<file path="src/rtl/counter_display_driver_pkg.sv">
// Shared types and constants for the counter display driver: conversion FSM
// states, segment patterns and the double-dabble helpers.
package counter_display_driver_pkg;

    typedef enum logic [1:0] {
        IDLE  = 2'd0,
        SHIFT = 2'd1,
        LOAD  = 2'd2
    } conv_state_t;

    localparam logic [6:0] SEG_OFF  = 7'h7F;
    localparam logic [6:0] SEG_DASH = 7'b0111111;

    // Elaboration-time 10**e; only meaningful while the result fits 64 bits.
    function automatic longint unsigned pow10(input int e);
        longint unsigned r;
        r = 64'd1;
        for (int i = 0; i < e; i++) begin
            r = r * 64'd10;
        end
        return r;
    endfunction

    function automatic logic [3:0] dabble_adj(input logic [3:0] d);
        return (d >= 4'd5) ? d + 4'd3 : d;
    endfunction

endpackage

</file>
<file path="src/rtl/counter_display_driver_if.sv">
// Value/mode inputs and display outputs of the counter display driver.
// The counter side is the master, the display driver is the slave.
interface counter_display_driver_if #(
    parameter int N      = 32,
    parameter int DIGITS = 8
);
    logic [N-1:0]      value;
    logic              hex_mode;
    logic              blank_zeros;
    logic              busy;
    logic              overflow;
    logic [6:0]        segments;
    logic              dp;
    logic [DIGITS-1:0] anodes;

    modport master (
        output value, hex_mode, blank_zeros,
        input  busy, overflow, segments, dp, anodes
    );

    modport slave (
        input  value, hex_mode, blank_zeros,
        output busy, overflow, segments, dp, anodes
    );
endinterface

</file>
<file path="src/rtl/counter_display_driver_seg7_decoder.sv">
// Combinational hex digit to active-low 7-segment pattern {g,f,e,d,c,b,a}.
module seg7_decoder
    import counter_display_driver_pkg::*;
(
    input  logic [3:0] digit,
    output logic [6:0] seg
);

    always_comb begin
        seg = SEG_OFF;
        case (digit)
            4'h0: seg = 7'b1000000;
            4'h1: seg = 7'b1111001;
            4'h2: seg = 7'b0100100;
            4'h3: seg = 7'b0110000;
            4'h4: seg = 7'b0011001;
            4'h5: seg = 7'b0010010;
            4'h6: seg = 7'b0000010;
            4'h7: seg = 7'b1111000;
            4'h8: seg = 7'b0000000;
            4'h9: seg = 7'b0010000;
            4'hA: seg = 7'b0001000;
            4'hB: seg = 7'b0000011;
            4'hC: seg = 7'b1000110;
            4'hD: seg = 7'b0100001;
            4'hE: seg = 7'b0000110;
            4'hF: seg = 7'b0001110;
            default: seg = SEG_OFF;
        endcase
    end

endmodule

</file>
<file path="src/rtl/counter_display_driver.sv">
// Binary counter value -> multiplexed active-low 7-segment display: free-running
// double-dabble (or hex pass-through), atomic display register, digit scan.
module counter_display_driver
    import counter_display_driver_pkg::*;
#(
    parameter int N        = 32,
    parameter int DIGITS   = 8,
    parameter int SCAN_DIV = 100_000
)
(
    input  logic                   clock,
    input  logic                   reset,
    counter_display_driver_if.slave dif
);

    localparam int DW = 4 * DIGITS;
    localparam int WW = (N > 64) ? N : 64;
    localparam int CW = $clog2(N + 1);
    localparam int PW = (SCAN_DIV > 1) ? $clog2(SCAN_DIV) : 1;
    localparam int IW = (DIGITS > 1) ? $clog2(DIGITS) : 1;

    // Decimal overflow is only possible when 10**DIGITS fits in N bits.
    localparam bit DEC_REACH = (DIGITS < 20) &&
                               ((N >= 64) || ((pow10(DIGITS) >> N) == 64'd0));
    localparam logic [WW-1:0] DEC_LIMIT = WW'(pow10(DIGITS));

    conv_state_t       state;
    conv_state_t       state_nxt;
    logic              busy_c;

    logic [N-1:0]      shadow_bin;
    logic              shadow_hex;
    logic              shadow_ovf;
    logic [DW-1:0]     bcd;
    logic [DW-1:0]     bcd_adj;
    logic [CW-1:0]     cnt;
    logic [WW-1:0]     val_w;
    logic              dec_ovf;
    logic              hex_ovf;

    logic [DW-1:0]     disp;
    logic              disp_ovf;

    logic [PW-1:0]     presc;
    logic [IW-1:0]     idx;
    logic [DIGITS-1:0] lead_zero;
    logic [3:0]        digit_cur;
    logic [6:0]        seg_dec;
    logic [6:0]        seg_c;
    logic [DIGITS-1:0] anodes_q;
    logic [6:0]        seg_q;

    always_ff @(posedge clock or negedge reset) begin
        if (!reset) begin
            state <= IDLE;
        end else begin
            state <= state_nxt;
        end
    end

    always_comb begin
        state_nxt = state;
        busy_c    = 1'b0;
        unique case (state)
            IDLE:  state_nxt = dif.hex_mode ? LOAD : SHIFT;
            SHIFT: begin
                busy_c = 1'b1;
                if (cnt == CW'(N - 1)) begin
                    state_nxt = LOAD;
                end
            end
            LOAD:    state_nxt = IDLE;
            default: state_nxt = IDLE;
        endcase
    end

    always_comb begin
        bcd_adj = '0;
        for (int i = 0; i < DIGITS; i++) begin
            bcd_adj[4*i +: 4] = dabble_adj(bcd[4*i +: 4]);
        end
    end

    assign val_w   = WW'(dif.value);
    assign dec_ovf = DEC_REACH && (val_w >= DEC_LIMIT);
    assign hex_ovf = (val_w >> DW) != '0;

    // ---- conversion datapath: capture / shift / load to display register ----
    always_ff @(posedge clock or negedge reset) begin
        if (!reset) begin
            shadow_bin <= '0;
            shadow_hex <= 1'b0;
            shadow_ovf <= 1'b0;
            bcd        <= '0;
            cnt        <= '0;
            disp       <= '0;
            disp_ovf   <= 1'b0;
        end else begin
            unique case (state)
                IDLE: begin
                    shadow_bin <= dif.value;
                    shadow_hex <= dif.hex_mode;
                    shadow_ovf <= dif.hex_mode ? hex_ovf : dec_ovf;
                    bcd        <= '0;
                    cnt        <= '0;
                end
                SHIFT: begin
                    // Carry out of the top BCD digit is dropped by the cast.
                    bcd        <= DW'({bcd_adj, shadow_bin[N-1]});
                    shadow_bin <= shadow_bin << 1;
                    cnt        <= cnt + CW'(1);
                end
                LOAD: begin
                    disp     <= shadow_hex ? DW'(shadow_bin) : bcd;
                    disp_ovf <= shadow_ovf;
                end
                default: ;
            endcase
        end
    end

    // ---- scan timing: prescaler and digit index ----
    always_ff @(posedge clock or negedge reset) begin
        if (!reset) begin
            presc <= '0;
            idx   <= '0;
        end else if (presc == PW'(SCAN_DIV - 1)) begin
            presc <= '0;
            idx   <= (idx == IW'(DIGITS - 1)) ? '0 : idx + IW'(1);
        end else begin
            presc <= presc + PW'(1);
        end
    end

    always_comb begin
        lead_zero = '0;
        lead_zero[DIGITS-1] = (disp[DW-1 -: 4] == 4'd0);
        for (int i = DIGITS - 2; i >= 0; i--) begin
            lead_zero[i] = lead_zero[i+1] && (disp[4*i +: 4] == 4'd0);
        end
    end

    assign digit_cur = disp[4*idx +: 4];

    seg7_decoder u_dec (
        .digit (digit_cur),
        .seg   (seg_dec)
    );

    always_comb begin
        seg_c = seg_dec;
        if (disp_ovf) begin
            seg_c = SEG_DASH;
        end else if (dif.blank_zeros && (idx != '0) && lead_zero[idx]) begin
            seg_c = SEG_OFF;
        end
    end

    // ---- output registers: anodes and segments switch on the same edge ----
    always_ff @(posedge clock or negedge reset) begin
        if (!reset) begin
            anodes_q <= '1;
            seg_q    <= SEG_OFF;
        end else begin
            anodes_q <= ~(DIGITS'(1) << idx);
            seg_q    <= seg_c;
        end
    end

    assign dif.busy     = busy_c;
    assign dif.overflow = disp_ovf;
    assign dif.segments = seg_q;
    assign dif.dp       = 1'b1;
    assign dif.anodes   = anodes_q;

endmodule

</file>
<file path="src/flat_wrapper.sv">
// flat-port wrapper written by rule: the top's interface ports become plain ports
module counter_display_driver_flat import counter_display_driver_pkg::*;
#(
    parameter int N        = 32,
    parameter int DIGITS   = 8,
    parameter int SCAN_DIV = 100_000
)
  (clock, reset, dif_value, dif_hex_mode, dif_blank_zeros, dif_busy, dif_overflow, dif_segments, dif_dp, dif_anodes);
  counter_display_driver_if #(.N(N), .DIGITS(DIGITS)) dif_i ();
  input  logic clock;
  input  logic reset;
  input wire logic [$bits(dif_i.value)-1:0] dif_value;
  input wire logic [$bits(dif_i.hex_mode)-1:0] dif_hex_mode;
  input wire logic [$bits(dif_i.blank_zeros)-1:0] dif_blank_zeros;
  output wire logic [$bits(dif_i.busy)-1:0] dif_busy;
  output wire logic [$bits(dif_i.overflow)-1:0] dif_overflow;
  output wire logic [$bits(dif_i.segments)-1:0] dif_segments;
  output wire logic [$bits(dif_i.dp)-1:0] dif_dp;
  output wire logic [$bits(dif_i.anodes)-1:0] dif_anodes;
  assign dif_i.value = dif_value;
  assign dif_i.hex_mode = dif_hex_mode;
  assign dif_i.blank_zeros = dif_blank_zeros;
  assign dif_busy = dif_i.busy;
  assign dif_overflow = dif_i.overflow;
  assign dif_segments = dif_i.segments;
  assign dif_dp = dif_i.dp;
  assign dif_anodes = dif_i.anodes;
  counter_display_driver #(.N(N), .DIGITS(DIGITS), .SCAN_DIV(SCAN_DIV)) u_core (.clock(clock), .reset(reset), .dif(dif_i));
endmodule
</file>
<file path="config.mk">
export PLATFORM = sky130hd
export DESIGN_NAME = counter_display_driver_flat
export DESIGN_NICKNAME = d
export VERILOG_FILES = /design/src/rtl/counter_display_driver_pkg.sv /design/src/rtl/counter_display_driver_if.sv /design/src/rtl/counter_display_driver_seg7_decoder.sv /design/src/rtl/counter_display_driver.sv /design/src/flat_wrapper.sv
export SDC_FILE = /design/constraint.sdc
export NUM_CORES = 1
export LEC_CHECK = 0
export CORE_ASPECT_RATIO = 1.2
export CORE_MARGIN = 5
export CORE_UTILIZATION = 41
export CTS_CLUSTER_DIAMETER = 120
export DETAILED_ROUTE_END_ITERATION = 8
export GPL_TIMING_DRIVEN = 0
export PLACE_DENSITY_LB_ADDON = 0.3
export SLEW_MARGIN = 30
export SYNTH_ARGS = -nofsm -noshare
export SYNTH_HDL_FRONTEND = slang
export SYNTH_HIERARCHICAL = 1
export SYNTH_SLANG_ARGS = --single-unit
</file>
<file path="constraint.sdc">
create_clock -name clock -period 3.6 [get_ports clock]
set_input_delay 0.72 -clock clock [delete_from_list [all_inputs] [get_ports clock]]
set_output_delay 0.72 -clock clock [all_outputs]
set_load 0.01 [all_outputs]
</file>
Word-level counts from Yosys, hierarchy flattened --
Memory sizes are Yosys's and may differ from the RTL's. Index checks and enable logic that the tools add are counted.
Word-level totals: memory bits (read-only) 112, bits in registers 142, output and inout bits 18, memories 1, word-level logic and storage cells 86, input bits 36
Memories:
- (name not given) | words 16, width 7, rd ports 1, clocked after Yosys merged registers in 0, wr ports 0, line counter_display_driver_seg7_decoder.sv:11 | case (digit)
Cells by class: $lt $le $gt $ge 10, reduce and logical (&&, ||, !) cells 20, shift operators 2, bitwise operators 1, muxes and demuxes 23, equality and inequality tests 6, add/subtract/negate cells 11
Operators with widths (count):
- $pmux W32 S2 | 2
- $ge A32 B27 Y1 const B | 1
- $ge A4 B3 Y1 const B | 8
- $logic_not A4 Y1 | 8
- $mux W32 | 1
- $shiftx A32 B6 Y4 | 1
- $add A4 B2 Y4 const B | 7
- $mux W4 | 7
- $add A17 B1 Y17 const B | 1
- $eq A17 B17 Y1 const B | 1
- $mux W17 | 1
- $mux W7 | 2
- $pmux W6 S2 | 1
- $logic_and A1 B1 Y1 | 9
- $not A8 Y8 | 1
- $shl A1 B3 Y8 const A | 1
- $add A6 B1 Y6 const B | 1
- $eq A6 B5 Y1 const B | 1
- $mux W3 | 2
- $lt A3 B4 Y1 const B | 1
- $mux W2 | 2
- $pmux W2 S2 | 1
- $add A3 B1 Y3 const B | 1
- $add A3 B2 Y3 const B | 1
- other kinds (9) | 11

Logic depth before layout (Yosys ltp) --
Gate-level depths: netlist of run 1.
word-level depth 13, gate-level depth with buffers 11, mapped depth without buffers 10

Modules after synthesis --
Netlist of run 1, hierarchy kept.
Modules (own cells, without submodules):
- counter_display_driver | area each 7151.9 um^2, sequential area each 3572.2 um^2, cells an instance 728, times used 1
- seg7_decoder | area each 247.7 um^2, sequential area each 0.0 um^2, cells an instance 35, times used 1

Worst setup path before layout of run 1 --
No wires, ideal clock.
path type register to register, start register u_core.idx[0], end register u_core.seg_q[3] (netlist: u_core/dif.segments[3]), stages on the path, launching flop included 11, arrival time 2.184 ns, setup slack 1.327 ns, path buffers 1, required time 3.511 ns, period minus slack after synthesis 2.273 ns, library setup time 0.089 ns, cell sequence dfrtp_1 -> buf_2 -> mux4_2 -> nand2_1 -> nand2_1 -> ha_1 -> or2_2 -> a21oi_1 -> a31oi_1 -> nor2_1 -> nand2_1
On the way: elaborated cells between the ends (all ways) 9, classes of those cells 1 x shift; 4 x mux; 3 x reduce/logical; 1 x memory
RTL lines:
- start: declaration | line counter_display_driver.sv:45 | logic [IW-1:0] idx;
- start signal: assignment | line counter_display_driver.sv:129 | idx <= (idx == IW'(DIGITS - 1)) ? '0 : idx + IW'(1);
- $shiftx A32 B6 Y4 | line counter_display_driver.sv:143 | assign digit_cur = disp[4*idx +: 4];
- named net u_core.digit_cur[0] | line counter_display_driver.sv:47 | logic [3:0] digit_cur;
- $mem_v2 Z16 W7
- named net u_core.seg_dec[3] | line counter_display_driver.sv:48 | logic [6:0] seg_dec;
- $mux W7 | line counter_display_driver.sv:154 | end else if (dif.blank_zeros && (idx != '0) && lead_zero[idx]) begin
- $mux W7 | line counter_display_driver.sv:152 | if (disp_ovf) begin
- named net u_core.seg_c[3] | line counter_display_driver.sv:49 | logic [6:0] seg_c;
- end signal: assignment | line counter_display_driver.sv:166 | seg_q <= seg_c;
- end: declaration | line counter_display_driver.sv:51 | logic [6:0] seg_q;
The timed path passes the listed nets, and every way through them passes these cells. The select of a mux whose other input is x is not followed. A chain may end at the register's enable or synchronous reset.

Final worst setup path of run 1 --
start register u_core.state[1], end output port dif_busy
On the way: cells in the longest elaborated chain, start to end 2
Ends and longest elaborated chain:
- start: declaration | line counter_display_driver.sv:27 | conv_state_t state;
- start signal: assignment | line counter_display_driver.sv:57 | state <= state_nxt;
- $eq A2 B1 Y1 | line counter_display_driver.sv:64 | unique case (state)
- $mux W1 | line counter_display_driver.sv:64
- end: declaration | line flat_wrapper.sv:15 | output wire logic [$bits(dif_i.busy)-1:0] dif_busy;
No other way between the ends.

==> results.yml, run 1 <==
outcome:
  status: "complete, no violations"
cts:
  clock_sink_count: 142
  cts_resized: 0
  clockBufferDepth: 2
  cts_setup_buffers: 0
  numCtsBuffers: 17
  clk_pin_slew_worst_paths_ns: 0.06
  cts_hold_buf: 0
  cts-root-buf: "clkbuf_16"
  htreeDepth: 4
  cts_tree: "built"
  insertion_delay_ns: 0.42
route:
  drt-total-wl_mm: 17.11
  wl_per_cell_microns: 16.02
  first_pass_iters: 4
  drt_iter0_drc: 305
  viasPerCell: 5.276
  ant_nets: 0
  drc: 0
  num_vias: 5635
global_routing:
  grt.overflow.total: 0
  first_global_vias: 5534
  grt_max_degree: 74
  grt_pass1_wl_mm: 27.88
  track_usage_pct: 16.81
  antenna_found_initial: 0
timing:
  worst_slew_pin_slew_ns: 0.6595
  drv_slew: 0
  post-route-min-period_ns: 2.752
  grt_setup_unrepaired: "no"
  setup_viol: 0
  fin_skew_ns: 0.005374
  fmax_ghz: 0.3634
  finalCritPeriodShare_pct: 76.44
  final_hold_viol_count: 0
  slew_headroom_pct: 56.03
  whs_ns: 0.2477
  setup_tns_ns: 0
setup_path:
  cp.required_ns: 2.88
  rrSetupSlack_ns: 1.04
  start_kind: "flop"
  critPathCaptureType: "output pin"
  rr_startpoint: "u_core/idx[0]$_DFFE_PN0N_"
  critPathKind: "flop to output pin"
  cp_data_arrival_time_ns: 2.03
  worstPathMaxFanout: 8
  r2r-end: "u_core/dif.segments[3]$_DFF_PN1_"
  reg2reg_depth: 10
synthesis:
  yosysTopAreaCell: "dfrtp_1"
  synth_most_common_cell: "nand2_1"
  yosysSeqAreaShare_pct: 48.28
  yosysWarnings: 6
  yosysTopAreaCellShare_pct: 42.95
  synth_ff_type: "dfrtp_1"
  synth_common_cells: "nand2_1 (151), dfrtp_1 (127), o21ai_0 (106)"
  async_flop_share_pct: 100.0
  synth_fp_nets: 830
  synth_edf_count: 0
  yosys_register_bits: 142
  synth.avg_cell_area_sq_um: 9.698
  synth_area_sq_um: 7400
  synth_area_leaders: "dfrtp_1 (43%), mux2i_1 (8.9%), nand2_1 (7.7%), o21ai_0 (7.2%), dfstp_2 (5.3%)"
  synth.distinct_cells: 54
  syn-instance-count: 763
power:
  p_per_area_nw_per_um2: 611.8
  leakagePower_nw: 3.986
  vdd_drop_max_mv: 0.3529
floorplanning:
  core_sq_um: 17640
  dieHeight_microns: 157.2
  die_x_microns: 132.6
  core.rowCount: 53
  die_area_sq_um: 20850
  start_util_pct: 41.95
  ios: 54
flow_run:
  cap_viol_max_count: 0
finish:
  n_antenna_cell: 0
  fin_cells: 1068
  multi_input_area_sq_um: 3515
  fill_cells: 1662
  drive_above_1_share_pct: 10.50
  area_delta_synth_final_pct: 19.61
  fin_nets: 902
  final_util_pct: 50.18
  seqCellArea_sq_um: 3572
placed_design:
  portBuffers: 52
  gp_congestion: 0.8078
  dp_hpwl_mm: 12.63
  place_inst: 1036
worst_hold_path:
  min_path_type: "input port to asynchronous set/reset pin"
-- layout make-up --
type                       count  area share, %
tap                          220          3.110
inverter                      28          1.187
multi-input combinational    553          39.71
clock inverter                12          1.880
buffer                        40          2.347
timing repair buffer          53          6.248
clock buffer                  20          5.160
sequential                   142          40.36
-- worst max-delay path, cell delays in order, from the launching register on --
cell             delay, ns
dfrtp_1               0.36
clkbuf_1              0.19
nand2b_1              0.33
inv_1                 0.18
clkdlybuf4s50_1       0.56
-- flip-flops by register name (all words and copies together), names as in the netlist, 3 cells and up --
name	cells
u_core/dif.segments	7
u_core/dif.anodes	8
u_core/bcd	32
u_core/idx	3
u_core/presc	17
u_core/shadow_bin	32
u_core/disp	32
u_core/cnt	6
-- per-layer routing --
metal	share of wire, %	GRT usage, %	wire [microns]	vias up
li1	-	-	-	2741
met1	44	21.11	7501	2765
met2	50	28.51	8633	100
met3	2.9	3.421	490	29
met4	2.9	6.980	488	0
met5	0	0	0	-
-- stage by stage --
| stage | instance area, sq um | setup WS, ns | power (mW) |
|---|---|---|---|
| final | 8851 | 0.8481 | 5.415 |
| after global routing | 8851 | 0.7159 | 5.736 |
| after CTS | 8851 | 0.8074 | 5.463 |
| after detailed placement | 8228 | 1.017 | 3.610 |
| after global placement | 8195 | -3.891 | 3.563 |
| after floorplan | 7400 | 1.327 | 3.121 |
-- power breakdown --
| group | internal [mW] | leakage, nW | switching, mW |
|---|---|---|---|
| logic | 0.619 | 1.85 | 0.693 |
| registers | 1.97 | 1.83 | 0.293 |
| clock network | 1.19 | 0.309 | 0.653 |
| total | 3.78 | 3.99 | 1.64 |
-- worst max-delay path by stage --
stage	slack, ns	cells past startpoint	startpoint	endpoint
2_1_floorplan	1.33	10	u_core/idx[0]$_DFFE_PN0N_	u_core/dif.segments[3]$_DFF_PN1_
3_3_place_gp	-3.89	1	reset	u_core/bcd[6]$_DFFE_PN0P_
3_5_place_dp	1.02	10	u_core/idx[0]$_DFFE_PN0N_	u_core/dif.segments[3]$_DFF_PN1_
4_1_cts	0.81	4	u_core/state[1]$_DFFE_PN0P_	dif_busy
5_1_grt	0.72	4	u_core/state[1]$_DFFE_PN0P_	dif_busy
6_report	0.85	4	u_core/state[1]$_DFFE_PN0P_	dif_busy
-- placed cells by master, fill, tap and decap left out, types with 17 or more instances in the layout --
cell             count
xnor2_1             17
clkdlybuf4s50_1     51
a21oi_1             32
mux2i_1             66
inv_1               27
nor2_1              46
nand2_1            151
clkbuf_16           17
dfrtp_1            127
ha_1                31
buf_2               17
o21ai_0            106
-- kinds of logic after synthesis --
logic type / share of synthesized area, %
simple gates: 14.91
compound gates: 11.90
flops: 48.28
mux: 11.72
buf+inv: 4.227
fa+ha+maj: 5.242
xor+xnor: 3.669
other cells: 0.05068
Power figures use the tool's default switching activity.
==> inputs of run 2 (changes only) <==
==> constraint.sdc (replaced) <==
create_clock -name clock -period 2.4 [get_ports clock]
set_input_delay 0.48 -clock clock [delete_from_list [all_inputs] [get_ports clock]]
set_output_delay 0.48 -clock clock [all_outputs]
set_load 0.01 [all_outputs]
==> run 2 against run 1 <==
  * Global-route usage about the same
  * Sequential power rose by 50%
  * Total power increased by 50%
  * Clock skew about the same
  * Combinational power rose by 51%
  * Sequential cell count did not move
  * Via count increased by 0.92%
  * Die area did not move
  * Register-to-register slack got worse by 0.88 ns
  * Design area up 0.45%
==> results.yml, run 2 (synthesized netlist as in run 1, its figures left out) <==
timing:
  drv_slew: 0
  fmax_ghz: 0.4399
  grt_setup_unrepaired: "no"
  fin_skew_ns: 0.005088
  finalCritPeriodShare_pct: 94.73
  final_hold_viol_count: 0
  worst_slew_pin_slew_ns: 0.6498
  setup_viol: 0
  slew_headroom_pct: 56.68
  post-route-min-period_ns: 2.273
global_routing:
  first_global_vias: 5557
  use_met2_pct: 28.63
  grt_pass1_wl_mm: 27.96
  grt.overflow.total: 0
  antenna_found_initial: 0
  gr-max-usage-layer: "met2"
  track_usage_pct: 16.84
  grtUsageMet1_pct: 21.11
  grt_max_degree: 74
  use_met3_pct: 3.389
worst_hold_path:
  min_path_type: "input port to asynchronous set/reset pin"
finish:
  fill_cells: 1658
  final_cell_mix: "nand2_1 (150), dfrtp_1 (126), o21ai_0 (106)"
  fin_nets: 903
  layout_commonest_cell: "nand2_1"
  fin_area_sq_um: 8891
  area_delta_synth_final_pct: 20.16
  n_antenna_cell: 0
  top_regs: "u_core/bcd x32, u_core/disp x32, u_core/shadow_bin x32"
  drive_above_1_share_pct: 11.19
setup_path:
  critPathCaptureType: "output pin"
  path_depth: 3
  critPathKind: "flop to output pin"
  rrSetupSlack_ns: 0.16
  crit_end: "dif_busy"
  cp.required_ns: 1.92
  reg2reg_depth: 10
  r2r-end: "u_core/dif.segments[3]$_DFF_PN1_"
  worstPathCellList: "nand2b_4 -> inv_1 -> clkdlybuf4s50_1"
  rr_startpoint: "u_core/idx[0]$_DFFE_PN0N_"
  start_kind: "flop"
  slowest_stage: "clkdlybuf4s50_1"
  crit_family: "buffers and inverters"
  slowest_delay_ns: 0.55
  critPathLaunch: "u_core/state[1]$_DFFE_PN0P_"
  crit_buf_inv: 2
  cp_data_arrival_time_ns: 1.79
  worstPathMaxFanout: 8
floorplanning:
  die_x_microns: 132.6
  core_sq_um: 17640
  core.rowCount: 53
  dieHeight_microns: 157.2
  ios: 54
  start_util_pct: 41.95
  die_area_sq_um: 20850
cts:
  clk_pin_slew_worst_paths_ns: 0.06
  cts_tree: "built"
  clockBufferDepth: 2
  numCtsBuffers: 17
  insertion_delay_ns: 0.42
  htreeDepth: 4
  cts-root-buf: "clkbuf_16"
  clock_sink_count: 142
power:
  p_comb_share_pct: 24.3
  vdd_drop_max_mv: 0.5339
  p_per_area_nw_per_um2: 914.8
  swShare_pct: 30.29
  leakagePower_nw: 4.000
  switching_power_mw: 2.464
  p_total_mw: 8.133
  internal-power_mw: 5.670
  pwr-share-clk_pct: 34.0
  pwr-share-seq_pct: 41.7
placed_design:
  dp_hpwl_mm: 12.63
  place_area_sq_um: 8228
  portBuffers: 52
  gp_congestion: 0.8078
flow_run:
  cap_viol_max_count: 0
route:
  drt-total-wl_mm: 17.13
  wl_per_cell_microns: 16.02
  first_pass_iters: 4
  drt_iter0_drc: 327
  num_vias: 5687
  drc: 0
  viasPerCell: 5.320
  ant_nets: 0
outcome:
  status: "complete, no violations"
-- run 2: cell count changes in the layout (fill, tap and decap cells not counted), sizes merged --
cell  before  now
buf       25   26
-- run 2: repair_timing --
action / in CTS / in global routing
resized for setup: 5 / 5
gates cloned: 0 / 0
hold endpoints to repair: 0 / 0
endpoints found under the setup margin: 7 / 4
setup buffers: 0 / 2
hold buffers: 0 / 0
-- run 2: power by group through the flow --
stage               clock (mW)  combinational [mW]  sequential, mW
floorplan                    0                1.36            3.32
global placement             0                1.93            3.41
detailed placement           0                1.99            3.43
CTS                       2.81                2.00            3.39
global route              2.92                2.22            3.47
finish                    2.76                1.98            3.39
-- run 2: metrics by stage --
stage	setup WS, ns	hold slack, ns	utilization [%]	instances	setup TNS, ns
after floorplan	0.1273	0.1844	-	763	0
after global placement	-4.851	0.4715	46.46	1035	-660.12
after detailed placement	-0.1834	0.4735	46.64	1036	-0.3208
after CTS	0.008566	0.02487	50.26	1068	0
after global routing	0.003920	0.04229	50.40	1069	0
final	0.1266	0.002720	50.40	1069	0
-- run 2: worst min path at each step --
stage / startpoint / endpoint / slack (ns)
after floorplan: reset / u_core/bcd[0]$_DFFE_PN0P_ / 0.18
after global placement: u_core/presc[0]$_DFF_PN0_ / u_core/presc[0]$_DFF_PN0_ / 0.47
after detailed placement: reset / u_core/presc[2]$_DFF_PN0_ / 0.47
after CTS: reset / u_core/presc[4]$_DFF_PN0_ / 0.02
after global routing: reset / u_core/presc[6]$_DFF_PN0_ / 0.04
final: reset / u_core/presc[6]$_DFF_PN0_ / 0.003
-- run 2: per-layer routing --
metal	up-vias	part of all wire [%]
met2	136	50
met3	34	3.9
met5	-	0
met4	0	3.1
li1	2749	-
met1	2768	43
-- run 2: layout make-up --
| class | count | area, sq um | share of cell area [%] |
|---|---|---|---|
| sequential | 142 | 3573 | 40.19 |
| multi-input combinational | 553 | 3525 | 39.64 |
| timing repair buffer | 55 | 568.0 | 6.389 |
| clock buffer | 20 | 456.7 | 5.137 |
| tap | 220 | 275.3 | 3.096 |
| buffer | 39 | 221.5 | 2.491 |
| clock inverter | 12 | 166.4 | 1.872 |
| inverter | 28 | 105.1 | 1.182 |
-- run 2: worst register-to-register path, delay by kind of cell, from the launching register on --
family,cells,cell delay [ns]
compound gates,2,0.22
simple gates,5,0.65
mux,1,0.49
fa+ha+maj,1,0.23
buf+inv,1,0.16
flops,1,0.42
